===== src/rtl/cuca_ram_pkg.sv =====
`default_nettype none
// ============================================================================
// Module   : cuca_ram_pkg
// Brief    : Shared types and constants for the RAM access controller.
//            CTL_ prefix keeps the controller states apart from the RAM's own
//            STATE_ names.
// Revision : 1.0 - initial release
// ============================================================================
package cuca_ram_pkg;

    typedef enum logic [1:0] {
        CTL_IDLE = 2'd0,
        CTL_ADDR = 2'd1,
        CTL_DATA = 2'd2,
        CTL_DONE = 2'd3
    } ctl_state_t;

    localparam logic RW_WRITE = 1'b1;
    localparam logic RW_READ  = 1'b0;

    // Bits needed to hold a requester index (at least one).
    function automatic int idx_width(input int n);
        return (n > 1) ? $clog2(n) : 1;
    endfunction

endpackage
`default_nettype wire


===== src/rtl/rr_pick.sv =====
`default_nettype none
// ============================================================================
// Module   : rr_pick
// Brief    : Combinational round-robin picker. Searches from ptr_i+1 upward,
//            wrapping modulo N_REQ, and reports the first active request.
// Revision : 1.0 - initial release
// ============================================================================
module rr_pick #(
    parameter int N_REQ = 2,
    parameter int IW    = 1
) (
    input  logic [N_REQ-1:0] req_i,
    input  logic [IW-1:0]    ptr_i,
    output logic             valid_o,
    output logic [IW-1:0]    winner_o
);

    // Walk candidates from farthest to nearest so the nearest active one wins.
    always_comb begin
        int          cand;
        logic [IW-1:0] cand_w;
        valid_o  = 1'b0;
        winner_o = '0;
        cand     = 0;
        cand_w   = '0;
        for (int k = N_REQ; k >= 1; k--) begin
            cand   = (int'(ptr_i) + k) % N_REQ;
            cand_w = IW'(cand);
            if (req_i[cand_w]) begin
                valid_o  = 1'b1;
                winner_o = cand_w;
            end
        end
    end

endmodule
`default_nettype wire


===== src/rtl/ram_ctl.sv =====
`default_nettype none
// ============================================================================
// Module   : ram_ctl
// Brief    : Shares a single-port byte RAM on a tristate bus between N_REQ
//            requesters. Round-robin grant, then address phase, data phase
//            and a turnaround/done cycle. RAM/bus outputs are decoded from
//            state and latched registers only.
// Revision : 1.0 - initial release
// ============================================================================
module ram_ctl
    import cuca_ram_pkg::*;
#(
    parameter int N_REQ = 2,
    parameter int WIDTH = 8
) (
    input  logic                   clock,
    input  logic                   reset,
    input  logic [N_REQ-1:0]       req,
    input  logic [N_REQ-1:0]       req_rw,
    input  logic [N_REQ*WIDTH-1:0] req_addr,
    input  logic [N_REQ*WIDTH-1:0] req_wdata,
    output logic [N_REQ-1:0]       done,
    output logic [WIDTH-1:0]       rdata,
    output logic                   busy,
    output logic                   ram_enable,
    output logic                   ram_rw,
    output logic                   bus_drive,
    output logic [WIDTH-1:0]       bus_out,
    input  logic [WIDTH-1:0]       bus_in
);

    localparam int IW = idx_width(N_REQ);

    ctl_state_t        state_q, state_d;
    logic [IW-1:0]     ptr_q, ptr_d;
    logic [IW-1:0]     win_q, win_d;
    logic              rw_q, rw_d;
    logic [WIDTH-1:0]  addr_q, addr_d;
    logic [WIDTH-1:0]  wdata_q, wdata_d;
    logic [WIDTH-1:0]  rdata_q, rdata_d;

    logic              w_pick_valid;
    logic [IW-1:0]     w_pick_idx;

    rr_pick #(
        .N_REQ (N_REQ),
        .IW    (IW)
    ) u_rr_pick (
        .req_i    (req),
        .ptr_i    (ptr_q),
        .valid_o  (w_pick_valid),
        .winner_o (w_pick_idx)
    );

    // State and latched-transaction registers; reset aborts any access.
    always_ff @(posedge clock) begin
        if (reset) begin
            state_q <= CTL_IDLE;
            ptr_q   <= IW'(N_REQ - 1);
            win_q   <= '0;
            rw_q    <= RW_READ;
            addr_q  <= '0;
            wdata_q <= '0;
            rdata_q <= '0;
        end else begin
            state_q <= state_d;
            ptr_q   <= ptr_d;
            win_q   <= win_d;
            rw_q    <= rw_d;
            addr_q  <= addr_d;
            wdata_q <= wdata_d;
            rdata_q <= rdata_d;
        end
    end

    // Next-state: grant in IDLE, sequence ADDR -> DATA -> DONE, capture reads.
    always_comb begin
        state_d = state_q;
        ptr_d   = ptr_q;
        win_d   = win_q;
        rw_d    = rw_q;
        addr_d  = addr_q;
        wdata_d = wdata_q;
        rdata_d = rdata_q;
        case (state_q)
            CTL_IDLE: begin
                if (w_pick_valid) begin
                    ptr_d   = w_pick_idx;
                    win_d   = w_pick_idx;
                    rw_d    = req_rw[w_pick_idx];
                    addr_d  = req_addr[int'(w_pick_idx)*WIDTH +: WIDTH];
                    wdata_d = req_wdata[int'(w_pick_idx)*WIDTH +: WIDTH];
                    state_d = CTL_ADDR;
                end
            end
            CTL_ADDR: state_d = CTL_DATA;
            CTL_DATA: begin
                if (rw_q == RW_READ) begin
                    rdata_d = bus_in;
                end
                state_d = CTL_DONE;
            end
            CTL_DONE: state_d = CTL_IDLE;
            default:  state_d = CTL_IDLE;
        endcase
    end

    // Output decode from state and latched registers only.
    always_comb begin
        done       = '0;
        busy       = (state_q != CTL_IDLE);
        ram_enable = 1'b0;
        ram_rw     = 1'b0;
        bus_drive  = 1'b0;
        bus_out    = '0;
        rdata      = rdata_q;
        case (state_q)
            CTL_ADDR: begin
                ram_enable = 1'b1;
                ram_rw     = rw_q;
                bus_drive  = 1'b1;
                bus_out    = addr_q;
            end
            CTL_DATA: begin
                ram_enable = 1'b1;
                ram_rw     = rw_q;
                if (rw_q == RW_WRITE) begin
                    bus_drive = 1'b1;
                    bus_out   = wdata_q;
                end
            end
            CTL_DONE: begin
                done[win_q] = 1'b1;
            end
            default: ;
        endcase
    end

endmodule
`default_nettype wire

===== config.mk =====
export PLATFORM = sky130hd
export DESIGN_NAME = ram_ctl
export DESIGN_NICKNAME = d
export VERILOG_FILES = /design/src/rtl/cuca_ram_pkg.sv /design/src/rtl/rr_pick.sv /design/src/rtl/ram_ctl.sv
export SDC_FILE = /design/constraint.sdc
export NUM_CORES = 1
export LEC_CHECK = 0
export CAP_MARGIN = 20
export CORE_UTILIZATION = 44
export CTS_BUF_LIST = sky130_fd_sc_hd__clkbuf_16
export CTS_CLUSTER_DIAMETER = 150
export DETAILED_ROUTE_END_ITERATION = 10
export PLACE_DENSITY = 0.87
export SYNTH_ARGS = -nofsm -noshare
export SYNTH_HDL_FRONTEND = slang
export SYNTH_SLANG_ARGS = --single-unit

===== constraint.sdc =====
create_clock -name clock -period 3.3 [get_ports clock]
set_input_delay 0.66 -clock clock [delete_from_list [all_inputs] [get_ports clock]]
set_output_delay 0.66 -clock clock [all_outputs]
set_load 0.1 [all_outputs]

==> results list <==
- Residual DRC: 0
- The root buffer cell chosen for the clock tree is clkbuf_16.
* Synth Area in Compound Gates: 26.66%
* Count of pins on the block boundary: 68
- The first global-routing pass estimated a little under 6 mm of wire.
- After the first detailed-routing iteration, the DRC count stood at 37.
* Fraction of synthesized area in multiplexers: between 6 and 7%
- For the worst setup path, the data required time is about 2600 ps.
- The core region is 3128 um2.
* Arrival time reported for the critical path endpoint: 1830 ps
* Hold buffer count at cts: 0
- After clock tree synthesis, the clock-pin slew on the worst setup and hold paths is about 40 ps.
- The placed instances occupy a cell area of 2096 um2.
* Type of destination of the critical path: output pin
- The detail route stage leaves a number of antenna-violating nets equal to 0.
* Number of buffers on the longest clock path: 2
- Number of buffers and inverters on the critical path: 2
- The final-report hold violation count was 0.
- The number of antenna violations at the first check in global routing came to 0.
* Number of endpoints failing setup at the final stage: 0
* Starting Density: about 48%
- Series of cell instances along the critical path: inv_1, ha_1, and2_1, a22oi_1, nor2b_2, buf_4
- Area of the die: about 3600 um2
- The die is between 60 and 70 um tall.
- Critical Path Source Type: register
- VDD sags by at most ~800 uV.
- Distinct cell type count of the synthesized netlist: 25
- Utilization after layout: a little under three quarters
* Maximum level of the CTS H-tree: 2
- In the final layout, flip-flops and latches occupy between 500 and 600 um2.
- Worst Clk Skew: between 1 and 1.5 ps
- Kind of cell adding the most delay to the critical path: simple AND/OR/NAND/NOR gates
* Cells after Synth: around 170
* Worst hold slack across all endpoints: between 400 and 500 ps
- Summing the areas of all and, or, nand and nor instances in the mapped netlist gives around 18% of the synthesized area.
- Biggest cell delay along the critical path: approximately 350 ps
- Static timing analysis puts the maximum clock frequency at about 400 MHz.
- The number of nets in the synthesized netlist is between 200 and 250.
- RSZ-0062 raised after global routing: false
* Proportion of layout cells with a drive suffix above 1: between 20% and 30%
- The mapped netlist covers approximately 1500 um2.
- The critical path in this run is classified as register to output pin.
- Subtracting the final worst setup slack from the clock period gives roughly 2500 ps.
* Post-DP HPWL: between 2 and 3 mm
* Detailed Route WL: 3.737 mm
* NumNets Final: approximately 280
* Routability Congestion: 0.7233
- Post-route standard cell area excluding fillers: between 2000 and 2500 um2
- Combinational family with the most area after synthesis: compound AO/OA/AOI/OAI gates
- The finished layout holds 276 standard cells, fillers aside.
- Vias in the first global route: roughly 1.3k
* Share of the clock period used by the worst path: between 70% and 80%
* Detail-routed via count per cell: roughly 5.2
* Final setup margin: ~800 ps
* Number of placement rows: 20
* Reported leakage power: 0.8957 nW
* Tightest Hold Check Type: register to register
- Counting flops and latches in the post-synthesis netlist gives 29.
- Warnings, synthesis: 0
- Final count of pins violating max slew: 0
- Of the total synthesized cell area, the portion taken by XOR and XNOR cells is 0%.
- Entering global routing, the biggest net connects 19 pins.
* GRT Resource Usage Total: 22.70%
- At the later pin of the worst-skew pair, clock insertion delay measures around 270 ps.
- Total power for the finished layout comes to roughly 2.2 mW.
- Area overhead of the layout relative to synthesis: 49.79%
* Slowest CP cell: and2_1
- Number of detailed-route iterations in the first pass: 4
- Timing analysis after detailed placement gives a worst setup slack of 924.1 ps.
* Routed length per placed instance: about 14 um
* Power density over the cells: between 900 and 1000 nW/um2
* Worst Tran Pin Value: between 800 and 900 ps
- Register area share after synthesis: 39.02%
- Including well taps, the total number of placed cells is 269.
* Most common library cell in the layout ignoring fill and taps: clkdlybuf4s50_1
- Mean post-synth cell area: approximately 8.6 um2
* Relative slew slack: just over 40%
- TritonCTS sink count: 29
- Clock buffers created by TritonCTS: 5
- Buffers placed on the I/O ports in this run total 67.
- The number of gates resized after CTS was 0.
- The final route contains ~1.4k vias.
- After Yosys synthesis, full adders, half adders and majority gates account for under 10% of the synthesized area.
- Count of filler cells inserted in the layout: 261
- Number of max-cap violations: 0
- The flow ran to the end, and the final reports show no timing, DRC or antenna violations.
* Setup Total Neg Slack: 0 ps
- Maximum net fanout on the critical path: 9
- Number of antenna cells inserted: 0
- Horizontal extent of the die: between 60 and 70 um
* Most frequent cells in the layout: clkdlybuf4s50_1, dfxtp_1, nor2_1
- TritonCTS built the clock tree.
- In the final layout, the multi-input gates occupy approximately 830 um2.
- After clock tree synthesis, the setup repair step added 0 buffers.
- The total overflow left after global routing is 0.
-- logic make-up after synthesis --
kind of cell               after synthesis
AOI/OAI and AO/OA                       51
DFF                                     29
buffers and inverters                   18
muxes                                    9
and+or+nand+nor                         61
adders and majority gates                4
-- per-layer routing --
| metal | part of all wire (%) | wire length [um] | up-vias | global-route usage, % |
|---|---|---|---|---|
| met4 | 2.1 | 79 | 0 | 11.96 |
| li1 | - | - | 713 | - |
| met2 | 50 | 1861 | 54 | 36.73 |
| met3 | 5.8 | 216 | 6 | 6.494 |
| met5 | 0 | 0 | - | 0 |
| met1 | 42 | 1579 | 662 | 26.96 |
-- registers in the layout, indices dropped and copies added, names as in the netlist --
signal / count
addr_q: 8
rdata: 8
wdata_q: 8
state_q: 2
ptr_q: 1
rw_q: 1
win_q: 1
-- worst paths after layout --
check | slack (ps) | from | depth (start not counted) | to
min reg2reg | 490 | rdata[3] | 2 | rdata[3]
max reg2reg | 1490 | state_q[0] | 5 | wdata_q[2]
max | 810 | state_q[0] | 6 | bus_out[5]
min | 490 | rdata[3] | 2 | rdata[3]
-- Yosys cell counts --
cell type	number	area [um2]
dfxtp_1	29	580.6
nor2_1	28	105.1
a21oi_1	18	90.09
nand2_1	17	63.81
nor2b_1	10	62.56
a211oi_1	9	67.56
a211oi_2	9	112.6
a22oi_1	9	67.56
mux2i_1	9	90.09
clkbuf_1	5	18.77
buf_4	4	30.03
ha_1	4	50.05
and2_1	3	18.77
buf_2	3	15.01
inv_1	3	11.26
buf_6	2	22.52
o21a_1	2	15.01
a21bo_2	1	10.01
a21boi_4	1	18.77
a31oi_1	1	6.260
buf_1	1	3.750
nor3_1	1	5.000
nor3b_1	1	7.510
o21ai_2	1	8.760
or2_2	1	6.260
-- area by class of cell --
cell class              instances  share of cell area (%)
clock buffers                   5                   5.615
flip-flops and latches         29                   26.05
well taps                      44                   2.471
repair buffers                 68                   27.96
clock inverters                 2                  0.3369
multi-input cells             125                   37.06
inverters                       3                  0.5053
-- worst reg2reg max path, cell delays in order, from the launching register on --
cell and delay, ps:
dfxtp_1 340, inv_1 90, ha_1 350, o21a_1 590
nor2_1 110, a211oi_1 240
-- power breakdown --
| group | internal (mW) | switching (mW) | leakage, nW |
|---|---|---|---|
| combinational | 0.384 | 0.877 | 0.588 |
| sequential | 0.471 | 0.0767 | 0.239 |
| clock | 0.267 | 0.131 | 0.0685 |
Note: power is estimated with default switching activity, not from simulation.
